[src/rtl/adc_tx_pkg.sv]
// ============================================================================
// Module      : adc_tx_pkg
// Description : Shared constants and FSM encoding for the ADC frame transmitter.
//               Optional macro ADC_FRAME_CHECKSUM_EN selects the 6-byte frame.
// Revision    : 1.0 - initial release
// ============================================================================
`default_nettype none

package adc_tx_pkg;

    localparam logic [7:0] c_HEADER = 8'hA5;

`ifdef ADC_FRAME_CHECKSUM_EN
    localparam int unsigned c_FRAME_BYTES = 6;
`else
    localparam int unsigned c_FRAME_BYTES = 5;
`endif

    // start + 8 data + stop
    localparam int unsigned c_UART_BITS = 10;

    typedef enum logic [1:0] {
        ST_IDLE  = 2'd0,
        ST_SEND  = 2'd1,
        ST_DRAIN = 2'd2,
        ST_DONE  = 2'd3
    } state_t;

endpackage

`default_nettype wire

[src/rtl/uart_tx_byte.sv]
// ============================================================================
// Module      : uart_tx_byte
// Description : 8N1 byte serializer, LSB first, BAUD_DIV clocks per bit.
// Revision    : 1.0 - initial release
// ============================================================================
`default_nettype none

module uart_tx_byte
    import adc_tx_pkg::*;
#(
    parameter int BAUD_DIV = 868
) (
    input  logic       clk_i,
    input  logic       rst_i,
    input  logic [7:0] data_i,
    input  logic       valid_i,
    output logic       ready_o,
    output logic       tx_o
);

    localparam int              c_CW        = $clog2(BAUD_DIV);
    localparam logic [c_CW-1:0] c_BAUD_LAST = c_CW'(BAUD_DIV - 1);
    localparam logic [3:0]      c_LAST_BIT  = 4'(c_UART_BITS - 1);

    logic            r_busy;
    logic [c_CW-1:0] r_baud;
    logic [3:0]      r_bit;
    logic [8:0]      r_shift;
    logic            r_tx;
    logic            w_bit_end;
    logic            w_last;
    logic            w_accept;

    assign w_bit_end = (r_baud == c_BAUD_LAST);
    // Ready during the final stop-bit cycle so the next start bit follows with no gap.
    assign w_last    = r_busy && w_bit_end && (r_bit == c_LAST_BIT);
    assign ready_o   = !r_busy || w_last;
    assign w_accept  = valid_i && ready_o;
    assign tx_o      = r_tx;

    always_ff @(posedge clk_i or posedge rst_i) begin
        if (rst_i) begin
            r_busy  <= 1'b0;
            r_baud  <= '0;
            r_bit   <= '0;
            r_shift <= '1;
            r_tx    <= 1'b1;
        end else if (w_accept) begin
            r_busy  <= 1'b1;
            r_baud  <= '0;
            r_bit   <= '0;
            r_shift <= {1'b1, data_i};
            r_tx    <= 1'b0;
        end else if (r_busy) begin
            if (w_bit_end) begin
                r_baud <= '0;
                if (r_bit == c_LAST_BIT) begin
                    r_busy <= 1'b0;
                end else begin
                    r_tx    <= r_shift[0];
                    r_shift <= {1'b1, r_shift[8:1]};
                    r_bit   <= r_bit + 4'd1;
                end
            end else begin
                r_baud <= r_baud + c_CW'(1);
            end
        end
    end

endmodule

`default_nettype wire

[src/rtl/adc_frame_tx.sv]
// ============================================================================
// Module      : adc_frame_tx
// Description : Latches a two-channel ADC pair and sends header + data bytes
//               as 8N1 UART. ADC_FRAME_CHECKSUM_EN appends an XOR checksum byte.
// Revision    : 1.0 - initial release
// ============================================================================
`default_nettype none

module adc_frame_tx
    import adc_tx_pkg::*;
#(
    parameter int DATA_W   = 12,
    parameter int BAUD_DIV = 868
) (
    input  logic              clk_i,
    input  logic              rst_i,
    input  logic              start_i,
    input  logic [DATA_W-1:0] ch1_i,
    input  logic [DATA_W-1:0] ch2_i,
    output logic              tx_o,
    output logic              busy_o,
    output logic              done_o,
    output logic              ovr_o
);

    localparam logic [2:0] c_LAST_IDX = 3'(c_FRAME_BYTES - 1);

    state_t            r_state;
    state_t            w_state_nxt;
    logic [2:0]        r_idx;
    logic [DATA_W-1:0] r_ch1;
    logic [DATA_W-1:0] r_ch2;
    logic              r_busy;
    logic              r_done;
    logic [7:0]        w_byte;
    logic              w_valid;
    logic              w_ready;
    logic              w_accept;
    logic [7:0]        w_ch1_hi;
    logic [7:0]        w_ch2_hi;

    // Upper bits above [7:0] are zero-extended into the hi byte.
    assign w_ch1_hi = 8'(r_ch1 >> 8);
    assign w_ch2_hi = 8'(r_ch2 >> 8);
    assign w_accept = w_valid && w_ready;

`ifdef ADC_FRAME_CHECKSUM_EN
    logic [7:0] r_csum;
`endif

    always_comb begin
        w_byte = c_HEADER;
        case (r_idx)
            3'd1:    w_byte = w_ch1_hi;
            3'd2:    w_byte = r_ch1[7:0];
            3'd3:    w_byte = w_ch2_hi;
            3'd4:    w_byte = r_ch2[7:0];
`ifdef ADC_FRAME_CHECKSUM_EN
            3'd5:    w_byte = r_csum;
`endif
            default: w_byte = c_HEADER;
        endcase
    end

    always_comb begin
        w_state_nxt = r_state;
        w_valid     = 1'b0;
        case (r_state)
            ST_IDLE:  if (start_i) w_state_nxt = ST_SEND;
            ST_SEND: begin
                w_valid = 1'b1;
                if (w_accept && (r_idx == c_LAST_IDX)) w_state_nxt = ST_DRAIN;
            end
            ST_DRAIN: if (w_ready) w_state_nxt = ST_DONE;
            ST_DONE:  w_state_nxt = ST_IDLE;
            default:  w_state_nxt = ST_IDLE;
        endcase
    end

    always_ff @(posedge clk_i or posedge rst_i) begin
        if (rst_i) r_state <= ST_IDLE;
        else       r_state <= w_state_nxt;
    end

    always_ff @(posedge clk_i or posedge rst_i) begin
        if (rst_i) begin
            r_idx  <= '0;
            r_ch1  <= '0;
            r_ch2  <= '0;
            r_busy <= 1'b0;
            r_done <= 1'b0;
`ifdef ADC_FRAME_CHECKSUM_EN
            r_csum <= '0;
`endif
        end else begin
            r_done <= 1'b0;
            case (r_state)
                ST_IDLE: if (start_i) begin
                    r_ch1  <= ch1_i;
                    r_ch2  <= ch2_i;
                    r_idx  <= '0;
                    r_busy <= 1'b1;
`ifdef ADC_FRAME_CHECKSUM_EN
                    r_csum <= '0;
`endif
                end
                ST_SEND: if (w_accept) begin
                    r_idx  <= r_idx + 3'd1;
`ifdef ADC_FRAME_CHECKSUM_EN
                    r_csum <= r_csum ^ w_byte;
`endif
                end
                ST_DONE: begin
                    r_done <= 1'b1;
                    r_busy <= 1'b0;
                end
                default: ;
            endcase
        end
    end

    uart_tx_byte #(
        .BAUD_DIV (BAUD_DIV)
    ) u_uart (
        .clk_i   (clk_i),
        .rst_i   (rst_i),
        .data_i  (w_byte),
        .valid_i (w_valid),
        .ready_o (w_ready),
        .tx_o    (tx_o)
    );

    assign busy_o = r_busy;
    assign done_o = r_done;
    assign ovr_o  = start_i && r_busy;

endmodule

`default_nettype wire

[config.mk]
export PLATFORM = sky130hd
export DESIGN_NAME = adc_frame_tx
export DESIGN_NICKNAME = d
export VERILOG_FILES = /design/src/rtl/adc_tx_pkg.sv /design/src/rtl/uart_tx_byte.sv /design/src/rtl/adc_frame_tx.sv
export SDC_FILE = /design/constraint.sdc
export NUM_CORES = 1
export LEC_CHECK = 0
export BUFFER_PORTS_ARGS = -buffer_cell sky130_fd_sc_hd__buf_4
export CAP_MARGIN = 15
export CORE_MARGIN = 2
export CORE_UTILIZATION = 60
export CTS_BUF_LIST = sky130_fd_sc_hd__clkbuf_2
export DETAILED_ROUTE_END_ITERATION = 10
export PLACE_DENSITY = 0.81
export SLEW_MARGIN = 20
export SYNTH_ARGS = -nofsm -noshare
export SYNTH_HDL_FRONTEND = slang
export SYNTH_SLANG_ARGS = --single-unit
export TNS_END_PERCENT = 50
[constraint.sdc]
create_clock -name clk_i -period 2.4 [get_ports clk_i]
set_input_delay 0.36 -clock clk_i [delete_from_list [all_inputs] [get_ports clk_i]]
set_output_delay 0.36 -clock clk_i [all_outputs]
set_load 0.02 [all_outputs]
==> results.json, run 1 <==
{
  "postRouteAntennaNets": 0,
  "htree_levels": 2,
  "hold_violations": 0,
  "crit_family": "compound AO/OA/AOI/OAI gates",
  "syn_area_per_cell_um2": 10.8,
  "area_delta_synth_final_pct": 13.1,
  "r2r_start": "u_uart.r_baud[0]",
  "status": "finished, final reports clean",
  "post_cts_buffers": 0,
  "postLayoutCellArea_um2": 3190,
  "syn_nets": 301,
  "ios": 31,
  "cap_viol_max_count": 0,
  "crit_slowest_cell": "o31a_1",
  "portBuffers": 30,
  "holdWs_ns": 0.109,
  "place_area_um2": 3120,
  "cts_sinks": 55,
  "final_cell_mix": "dfrtp_1, buf_4, mux2_2",
  "setup_violations": 0,
  "worst_setup_path_end_kind": "register",
  "async_flop_share_pct": 100,
  "yosysWarnings": 0,
  "worst_hold_path_type": "primary input to register",
  "core_area_um2": 4440,
  "die-area_um2": 5270,
  "gp_congestion": 0.950,
  "mostFrequentLayoutCell": "dfrtp_1",
  "antenna_found_initial": 0,
  "cp.required_ns": 2.79,
  "rsz0062_at_grt": "no",
  "hold_start": "ch2_i[2]",
  "r2r_cells": 5,
  "holdPathEnd": "r_ch2[2]",
  "dp_hpwl_um": 4090,
  "power_density_nw_per_um2": 455,
  "rows": 24,
  "ir_drop_v": 0.000341,
  "insertion_delay_ns": 0.46,
  "r2r_end": "u_uart.r_shift[5]",
  "critical_path_buf_inv_count": 0,
  "post-route-drc-count": 0,
  "firstDrtPassIters": 4,
  "ys.flop_type": "dfrtp_1",
  "power_mw": 1.45,
  "critPathArrivalTime_ns": 2.56,
  "overflow": 0,
  "maxSlewViolCount": 0,
  "synth-seq-cells": 55,
  "r2r_setup_slack_ns": 0.23,
  "cts_made_buffers": 5,
  "drt-initial-drc-count": 176,
  "cts_tree": "yes",
  "tightest_slew_ns": 0.669,
  "leakage_nw": 1.54,
  "cts.path.max_buffers": 2,
  "cp-start-kind": "register",
  "syn_inst": 262,
  "path_class": "register to register",
  "routed_wl_um": 5720,
  "place_inst": 338,
  "timing.setup.tns_ns": 0,
  "cts.reportedPaths.clkPinSlew_ns": 0.27,
  "synth_edf_count": 0,
  "slew_headroom_pct": 55.4,
  "period_needed_ns": 2.17,
  "synth_area_leader_cell": "dfrtp_1",
  "ys_seq_area_share_pct": 49.1,
  "grt_max_degree": 31,
  "die_y_um": 72.6,
  "grtUsageTotal_pct": 24.3,
  "die_w_um": 72.6,
  "finalNonFillerCells": 347,
  "fin_nets": 333,
  "crit_fanout": 18,
  "crit_chain": "ha_1 -> nand4b_1 -> o31a_1 -> or2_1 -> o31ai_1",
  "cts-root-buf": "clkbuf_2",
  "cts.repair.resized": 0,
  "syn_area_um2": 2830,
  "cp_num_cells": 5,
  "synth.top_cell.area_share_pct": 40.7,
  "via_per_inst": 6.03,
  "drive_gt1_share_pct": 28.8,
  "fin_skew_ns": 0.0374,
  "routedWlPerCell_um": 16.5,
  "grt_pass1_vias": 2032,
  "fin_crit_sh_pct": 90.5,
  "yosysUniqueCellTypes": 47,
  "slowest_delay_ns": 0.52,
  "start_util_pct": 63.6,
  "num_vias": 2091,
  "yosys-top-cells-area": "dfrtp_1, mux2_2, dfstp_2, ha_1, o21ai_0",
  "antenna_cells": 0,
  "grt_first_pass_wirelength_um": 9890,
  "timing.hold.worst_path_depth": 2,
  "fmax_ghz": 0.460
}
cells in the mapped netlist (all sizes together), types with 2 or more instances:
library cell,n
a31oi,3
and4,3
clkbuf,10
and3,3
nand4b,2
nor2b,3
nand3,12
mux2,27
or4,2
nor2,18
ha,12
nand4,2
xor2,5
a21oi,10
buf,4
inv,10
dfrtp,46
xnor2,2
a22oi,5
nand2b,3
o31ai,9
nor3,2
a32oi,3
and2,4
dfstp,9
o211ai,2
nand2,13
o21ai,18
nor4b,3
or3,2
cells by family (layout without fill, tap and decap cells):
| family | Yosys count | in the layout | synth area share (%) |
|---|---|---|---|
| AO/OA/AOI/OAI | 60 | 60 | 14.3 |
| XOR/XNOR | 7 | 7 | 2.17 |
| adder cells (fa/ha/maj) | 12 | 12 | 5.31 |
| buffers and inverters | 24 | 57 | 3.32 |
| flip-flops | 55 | 55 | 49.1 |
| multiplexers | 28 | 28 | 11.1 |
| AND/OR/NAND/NOR | 76 | 76 | 14.7 |
metal layers:
metal	wire length, um	vias up	global-route usage (%)
met5	0	-	0
met4	40	0	8.85
met3	208	4	3.59
met2	2690	48	36.8
met1	2770	1023	35.9
li1	-	1016	-
final cells by class:
| class | instances | area, um^2 |
|---|---|---|
| flip-flops and latches | 55 | 1390 |
| well taps | 52 | 65.1 |
| multi-input cells | 183 | 1340 |
| clock buffers | 7 | 35.0 |
| repair buffers | 39 | 295 |
| inverters | 10 | 37.5 |
| clock inverters | 1 | 30.0 |
| fillers | 329 | 1250 |
report_power, final:
group | total, mW | internal, mW | switching (mW)
logic | 0.0543 | 0.0299 | 0.0244
clock network | 0.468 | 0.185 | 0.283
registers | 0.930 | 0.930 | 0
total | 1.45 | 1.14 | 0.307
registers in the layout (all words and copies together), names as in the netlist:
name            flops
busy_o              1
done_o              1
r_ch1              12
r_ch2              12
r_idx               3
r_state             2
u_uart.r_baud      10
u_uart.r_bit        4
u_uart.r_busy       1
u_uart.r_shift      8
u_uart.tx_o         1
through the flow:
step                      utilization (%)  setup slack [ns]
final                                71.9             0.227
after global routing                 71.9           0.00735
after CTS                            71.9             0.221
after detailed placement             70.2             0.292
after global placement               70.2             0.393
after floorplan                         -             0.509
how the worst max path moves through the flow:
stage	from	end	slack, ns
global placement	u_uart.r_baud[0]	u_uart.r_shift[4]	0.39
detailed placement	u_uart.r_baud[0]	u_uart.r_shift[5]	0.29
finish	u_uart.r_baud[0]	u_uart.r_shift[5]	0.23
floorplan	u_uart.r_bit[1]	r_idx[2]	0.51
global route	u_uart.r_baud[0]	u_uart.r_shift[1]	0.007
CTS	u_uart.r_baud[0]	u_uart.r_shift[5]	0.22
what timing repair did:
action | in CTS | in global routing
endpoints found under the setup margin | 0 | 0
hold buffers | 1 | 0
hold endpoints to repair | 19 | 0
Note: power is estimated with default switching activity, not from simulation.
==> run 2: changes to the inputs <==
--- a/config.mk
+++ b/config.mk
@@ -8,10 +8,10 @@
 export BUFFER_PORTS_ARGS = -buffer_cell sky130_fd_sc_hd__buf_4
 export CAP_MARGIN = 15
 export CORE_MARGIN = 2
-export CORE_UTILIZATION = 60
+export CORE_UTILIZATION = 54
 export CTS_BUF_LIST = sky130_fd_sc_hd__clkbuf_2
 export DETAILED_ROUTE_END_ITERATION = 10
-export PLACE_DENSITY = 0.81
+export PLACE_DENSITY = 0.74
 export SLEW_MARGIN = 20
 export SYNTH_ARGS = -nofsm -noshare
 export SYNTH_HDL_FRONTEND = slang
==> constraint.sdc (replaced) <==
create_clock -name clk_i -period 2.7 [get_ports clk_i]
set_input_delay 0.405 -clock clk_i [delete_from_list [all_inputs] [get_ports clk_i]]
set_output_delay 0.405 -clock clk_i [all_outputs]
set_load 0.02 [all_outputs]
==> results.json, run 2 (synthesis gave the netlist of run 1 again) <==
{
  "slew_headroom_pct": 61.0,
  "fmax_ghz": 0.448,
  "startpoint": "u_uart.r_baud[0]",
  "firstDrtPassIters": 4,
  "htree_levels": 2,
  "core_area_um2": 5070,
  "antenna_cells": 0,
  "worst_hold_path_type": "primary input to register",
  "mostFrequentLayoutCell": "dfrtp_1",
  "setup_violations": 0,
  "grtUsageTotal_pct": 21.0,
  "fin_skew_ns": 0.0253,
  "ir_drop_v": 0.000264,
  "cts.path.max_buffers": 2,
  "critPathArrivalTime_ns": 2.60,
  "timing.setup.tns_ns": 0,
  "place_inst": 354,
  "routed_wl_um": 5620,
  "crit_slowest_cell": "o31a_1",
  "grt_max_degree": 32,
  "gp_congestion": 0.785,
  "antenna_found_initial": 0,
  "postRouteAntennaNets": 0,
  "cts_made_buffers": 5,
  "num_vias": 2085,
  "cap_viol_max_count": 0,
  "leakage_nw": 1.52,
  "holdWs_ns": 0.140,
  "post_cts_buffers": 0,
  "cp-start-kind": "register",
  "hold_start": "ch2_i[6]",
  "crit_chain": "ha_1 -> nand4b_1 -> o31a_1 -> or2_1 -> o31ai_1",
  "routedWlPerCell_um": 15.5,
  "status": "finished, final reports clean",
  "nFillCells": 428,
  "dp_hpwl_um": 4050,
  "crit_fanout": 18,
  "grt_first_pass_wirelength_um": 9900,
  "portBuffers": 30,
  "die-area_um2": 5830,
  "area_delta_synth_final_pct": 13.1,
  "maxSlewViolCount": 0,
  "rsz0062_at_grt": "no",
  "worst_setup_path_end_kind": "register",
  "r2r_start": "u_uart.r_baud[0]",
  "fin_crit_sh_pct": 82.6,
  "period_needed_ns": 2.23,
  "final_cell_mix": "dfrtp_1, buf_4, mux2_2",
  "ios": 31,
  "path_class": "register to register",
  "overflow": 0,
  "cts-hold-fix-buffers": 1,
  "power_mw": 1.22,
  "drive_gt1_share_pct": 28.0,
  "cts_tree": "yes",
  "fin_nets": 331,
  "cts.reportedPaths.clkPinSlew_ns": 0.29,
  "drt-initial-drc-count": 175,
  "die_w_um": 76.3,
  "die_y_um": 76.3,
  "finalNonFillerCells": 363,
  "rows": 26,
  "cts_sinks": 55,
  "cts-root-buf": "clkbuf_2",
  "reg_top3": "r_ch1 x12, r_ch2 x12, u_uart.r_baud x10",
  "power_density_nw_per_um2": 382,
  "insertion_delay_ns": 0.46,
  "start_util_pct": 55.7,
  "via_per_inst": 5.74,
  "grt_pass1_vias": 2105,
  "hold_violations": 0,
  "cp.required_ns": 3.07,
  "tightest_slew_ns": 0.585,
  "post-route-drc-count": 0,
  "cts.repair.resized": 0,
  "slowest_delay_ns": 0.53
}
[run 2: cell count changes in the layout (fill, tap and decap cells not counted), sizes merged]
cell / previous run / this run
buf: 38 / 36
clkbuf: 7 / 5
clkinv: 0 / 1
inv: 10 / 12
bufinv: 1 / 0
[run 2: critical path, delay by kind of cell, from the launching register on]
family	cells	cell delay [ns]
compound gates	2	0.83
flops	1	0.46
simple gates	2	0.62
fa+ha+maj	1	0.23
[run 2: path summary, 6_finish.rpt]
check	endpoint	slack, ns	cells past startpoint
setup reg to reg	u_uart.r_shift[5]	0.47	5
max in group asynchronous	u_uart.r_shift[5]	1.56	4
hold / removal	r_ch2[6]	0.14	2
hold reg to reg	u_uart.tx_o	0.50	2
setup / recovery	u_uart.r_shift[5]	0.47	5
min in group asynchronous	r_ch1[2]	0.49	3
[run 2: metal layers]
metal  up-vias  global-route usage, %  wire length [um]
met5         -                      0                 0
met4         0                   6.18                82
met3        11                   3.79               202
met2        47                   33.5              2690
met1      1008                   29.5              2650
li1       1019                      -                 -
[run 2: cell type report]
| type | count | area [um^2] | share of cell area [%] |
|---|---|---|---|
| clock buffers | 5 | 25.0 | 0.783 |
| clock inverters | 3 | 21.3 | 0.666 |
| inverters | 10 | 37.5 | 1.17 |
| multi-input cells | 183 | 1340 | 42.1 |
| flip-flops and latches | 55 | 1390 | 43.4 |
| well taps | 70 | 87.6 | 2.74 |
| repair buffers | 37 | 293 | 9.16 |
[run 2: metrics by stage]
step | cell area [um^2] | util [%] | worst slack [ns]
2_1_floorplan | 2830 | - | 0.809
3_5_place_dp | 3140 | 61.9 | 0.577
4_1_cts | 3200 | 63.0 | 0.472
5_1_grt | 3200 | 63.0 | 0.250
3_3_place_gp | 3140 | 61.9 | 0.693
6_report | 3200 | 63.0 | 0.470
[run 2: power breakdown]
part / switching [mW] / internal [mW] / leakage, nW / total, mW
Clock: 0.275 / 0.0689 / 0.0314 / 0.344
Combinational: 0.0214 / 0.0276 / 0.785 / 0.0490
Sequential: 0 / 0.827 / 0.706 / 0.827
Total: 0.296 / 0.924 / 1.52 / 1.22
==> run 3: changes to the inputs <==
--- a/config.mk
+++ b/config.mk
@@ -5,6 +5,7 @@
 export SDC_FILE = /design/constraint.sdc
 export NUM_CORES = 1
 export LEC_CHECK = 0
+export ABC_AREA = 1
 export BUFFER_PORTS_ARGS = -buffer_cell sky130_fd_sc_hd__buf_4
 export CAP_MARGIN = 15
 export CORE_MARGIN = 2
==> constraint.sdc (replaced) <==
create_clock -name clk_i -period 2.3 [get_ports clk_i]
set_input_delay 0.345 -clock clk_i [delete_from_list [all_inputs] [get_ports clk_i]]
set_output_delay 0.345 -clock clk_i [all_outputs]
set_load 0.02 [all_outputs]
==> results.json, run 3 <==
{
  "crit_end": "u_uart.r_bit[2]",
  "postRouteAntennaNets": 0,
  "power_mw": 2.92,
  "maxSlewViolCount": 0,
  "ys_seq_area_share_pct": 49.5,
  "synth-seq-cells": 55,
  "firstDrtPassIters": 4,
  "portBuffers": 30,
  "routed_wl_um": 5330,
  "grt_pass1_vias": 2155,
  "antenna_found_initial": 0,
  "drive_gt1_share_pct": 18.0,
  "path_class": "register to register",
  "synth_fa_ha_area_share_pct": 5.36,
  "grt_max_degree": 31,
  "cts-root-buf": "clkbuf_2",
  "period_needed_ns": 1.84,
  "start_util_pct": 55.6,
  "syn_area_per_cell_um2": 8.01,
  "routedWlPerCell_um": 11.7,
  "ios": 31,
  "synth_mux_area_share_pct": 0,
  "fin_ws_ns": 0.456,
  "worst_setup_path_end_kind": "register",
  "ir_drop_v": 0.000598,
  "grtUsageTotal_pct": 19.9,
  "fin_crit_sh_pct": 80.2,
  "fmax_ghz": 0.542,
  "hold_start": "ch2_i[8]",
  "status": "finished, final reports clean",
  "tightest_slew_ns": 0.548,
  "cts.repair.resized": 0,
  "rows": 26,
  "via_per_inst": 4.94,
  "yosysWarnings": 0,
  "core_area_um2": 5040,
  "power_density_nw_per_um2": 925,
  "overflow": 0,
  "cts.path.max_buffers": 2,
  "synth_compound_area_share_pct": 7.32,
  "final_util_pct": 62.7,
  "yosysUniqueCellTypes": 34,
  "critPathArrivalTime_ns": 2.20,
  "syn_area_um2": 2800,
  "mostFrequentLayoutCell": "nand2_1",
  "slew_headroom_pct": 63.4,
  "num_vias": 2244,
  "finalNonFillerCells": 454,
  "startpoint": "u_uart.r_bit[0]",
  "syn_inst": 350,
  "cts_made_buffers": 5,
  "cts_sinks": 55,
  "cp.required_ns": 2.66,
  "cp-start-kind": "register",
  "rsz0062_at_grt": "no",
  "dp_hpwl_um": 3930,
  "holdWs_ns": 0.0580,
  "fin_skew_ns": 0.0275,
  "final_cell_mix": "nand2_1, dfrtp_1, inv_1",
  "leakage_nw": 1.63,
  "worst_hold_path_type": "primary input to register",
  "dp_slack_ns": 0.519,
  "area_delta_synth_final_pct": 12.7,
  "setup_violations": 0,
  "r2r_start": "u_uart.r_bit[0]",
  "yosys-top-cells-area": "dfrtp_1, nand2_1, dfstp_2, ha_1, inv_1",
  "grt_first_pass_wirelength_um": 9340,
  "yosys.area_share.simple_pct": 29.7,
  "cts.reportedPaths.clkPinSlew_ns": 0.29,
  "synth.top_cell.area_share_pct": 41.1,
  "ys.flop_type": "dfrtp_1",
  "htree_levels": 2,
  "drt-initial-drc-count": 161,
  "syn_nets": 389,
  "post-route-drc-count": 0,
  "die_y_um": 76.0,
  "postLayoutCellArea_um2": 3160,
  "reg_top3": "r_ch1 x12, r_ch2 x12, u_uart.r_baud x10",
  "r2r_cells": 8,
  "synth_area_leader_cell": "dfrtp_1",
  "yosysMostFrequentCell": "nand2_1",
  "synth_edf_count": 0,
  "crit_fanout": 12,
  "die_w_um": 76.0,
  "hold_violations": 0,
  "r2r_end": "u_uart.r_bit[2]",
  "synth_top_family_by_area": "simple AND/OR/NAND/NOR gates",
  "die-area_um2": 5780,
  "synth_common_cells": "nand2_1, dfrtp_1, inv_1",
  "cts_tree": "yes",
  "insertion_delay_ns": 0.46,
  "cap_viol_max_count": 0,
  "nFillCells": 461,
  "synthXorXnorAreaFrac_pct": 0.938,
  "place_area_um2": 3100,
  "gp_congestion": 0.820,
  "antenna_cells": 0,
  "timing.setup.tns_ns": 0,
  "fin_nets": 422,
  "place_inst": 445,
  "async_flop_share_pct": 100,
  "r2r_setup_slack_ns": 0.46
}
## run 3: cell count changes in the layout (fill, tap and decap cells not counted), sizes merged, moves of 4 or more
cell and delta:
nand2 +124, o31ai -9, o21ai +9, a21oi -7, a22oi -5, nor2 +8, inv +28, nand4 +4
nand3 +4, and2 -4, mux2 -27, nor3 +4
## run 3: final cells by class
class,count,area [um^2],share of cell area (%)
Clock inverter,3,20.0,0.634
Multi-Input combinational cell,246,1210,38.5
Inverter,41,154,4.87
Timing Repair Buffer,34,270,8.55
Tap cell,70,87.6,2.77
Sequential cell,55,1390,43.9
Clock buffer,5,25.0,0.792
## run 3: kinds of logic after synthesis
group	count (synthesis)
XOR/XNOR	3
AO/OA/AOI/OAI	36
AND/OR/NAND/NOR	195
adder cells (fa/ha/maj)	12
buffers and inverters	49
flip-flops	55
## run 3: what timing repair did
item	in CTS	in global routing
hold endpoints to repair	16	0
hold buffers	1	0
setup buffers	0	0
## run 3: critical path: stages (launching register included)
cell and delay (ns):
dfrtp_1 0.49, ha_1 0.17, nand3_1 0.09, nand2_2 0.17, inv_2 0.06, o21ai_2 0.38
inv_2 0.21, nand3_1 0.10, o21ai_0 0.08
## run 3: per-layer routing
| metal | routed length, um | part of all wire [%] | vias to the layer above | track usage (%) |
|---|---|---|---|---|
| met5 | 0 | 0 | - | 0 |
| met4 | 84 | 1.6 | 0 | 6.55 |
| met3 | 180 | 3.4 | 8 | 4.15 |
| met2 | 2520 | 47 | 33 | 32.9 |
| met1 | 2540 | 48 | 1045 | 26.5 |
| li1 | - | - | 1158 | - |
## run 3: worst min path at each step
stage / end / slack (ns) / cells past startpoint
after detailed placement: u_uart.r_baud[7] / 0.44 / 2
after CTS: r_ch1[0] / 0.03 / 3
after global routing: r_ch1[3] / 0.005 / 3
after global placement: u_uart.r_baud[6] / 0.43 / 2
after floorplan: u_uart.r_shift[1] / 0.45 / 2
final: r_ch2[8] / 0.06 / 3
## run 3: report_power, final
group	leakage, nW	internal (mW)	switching (mW)	total [mW]
combinational	0.934	0.400	0.622	1.02
clock	0.0250	0.0718	0.308	0.380
sequential	0.668	1.30	0.214	1.52
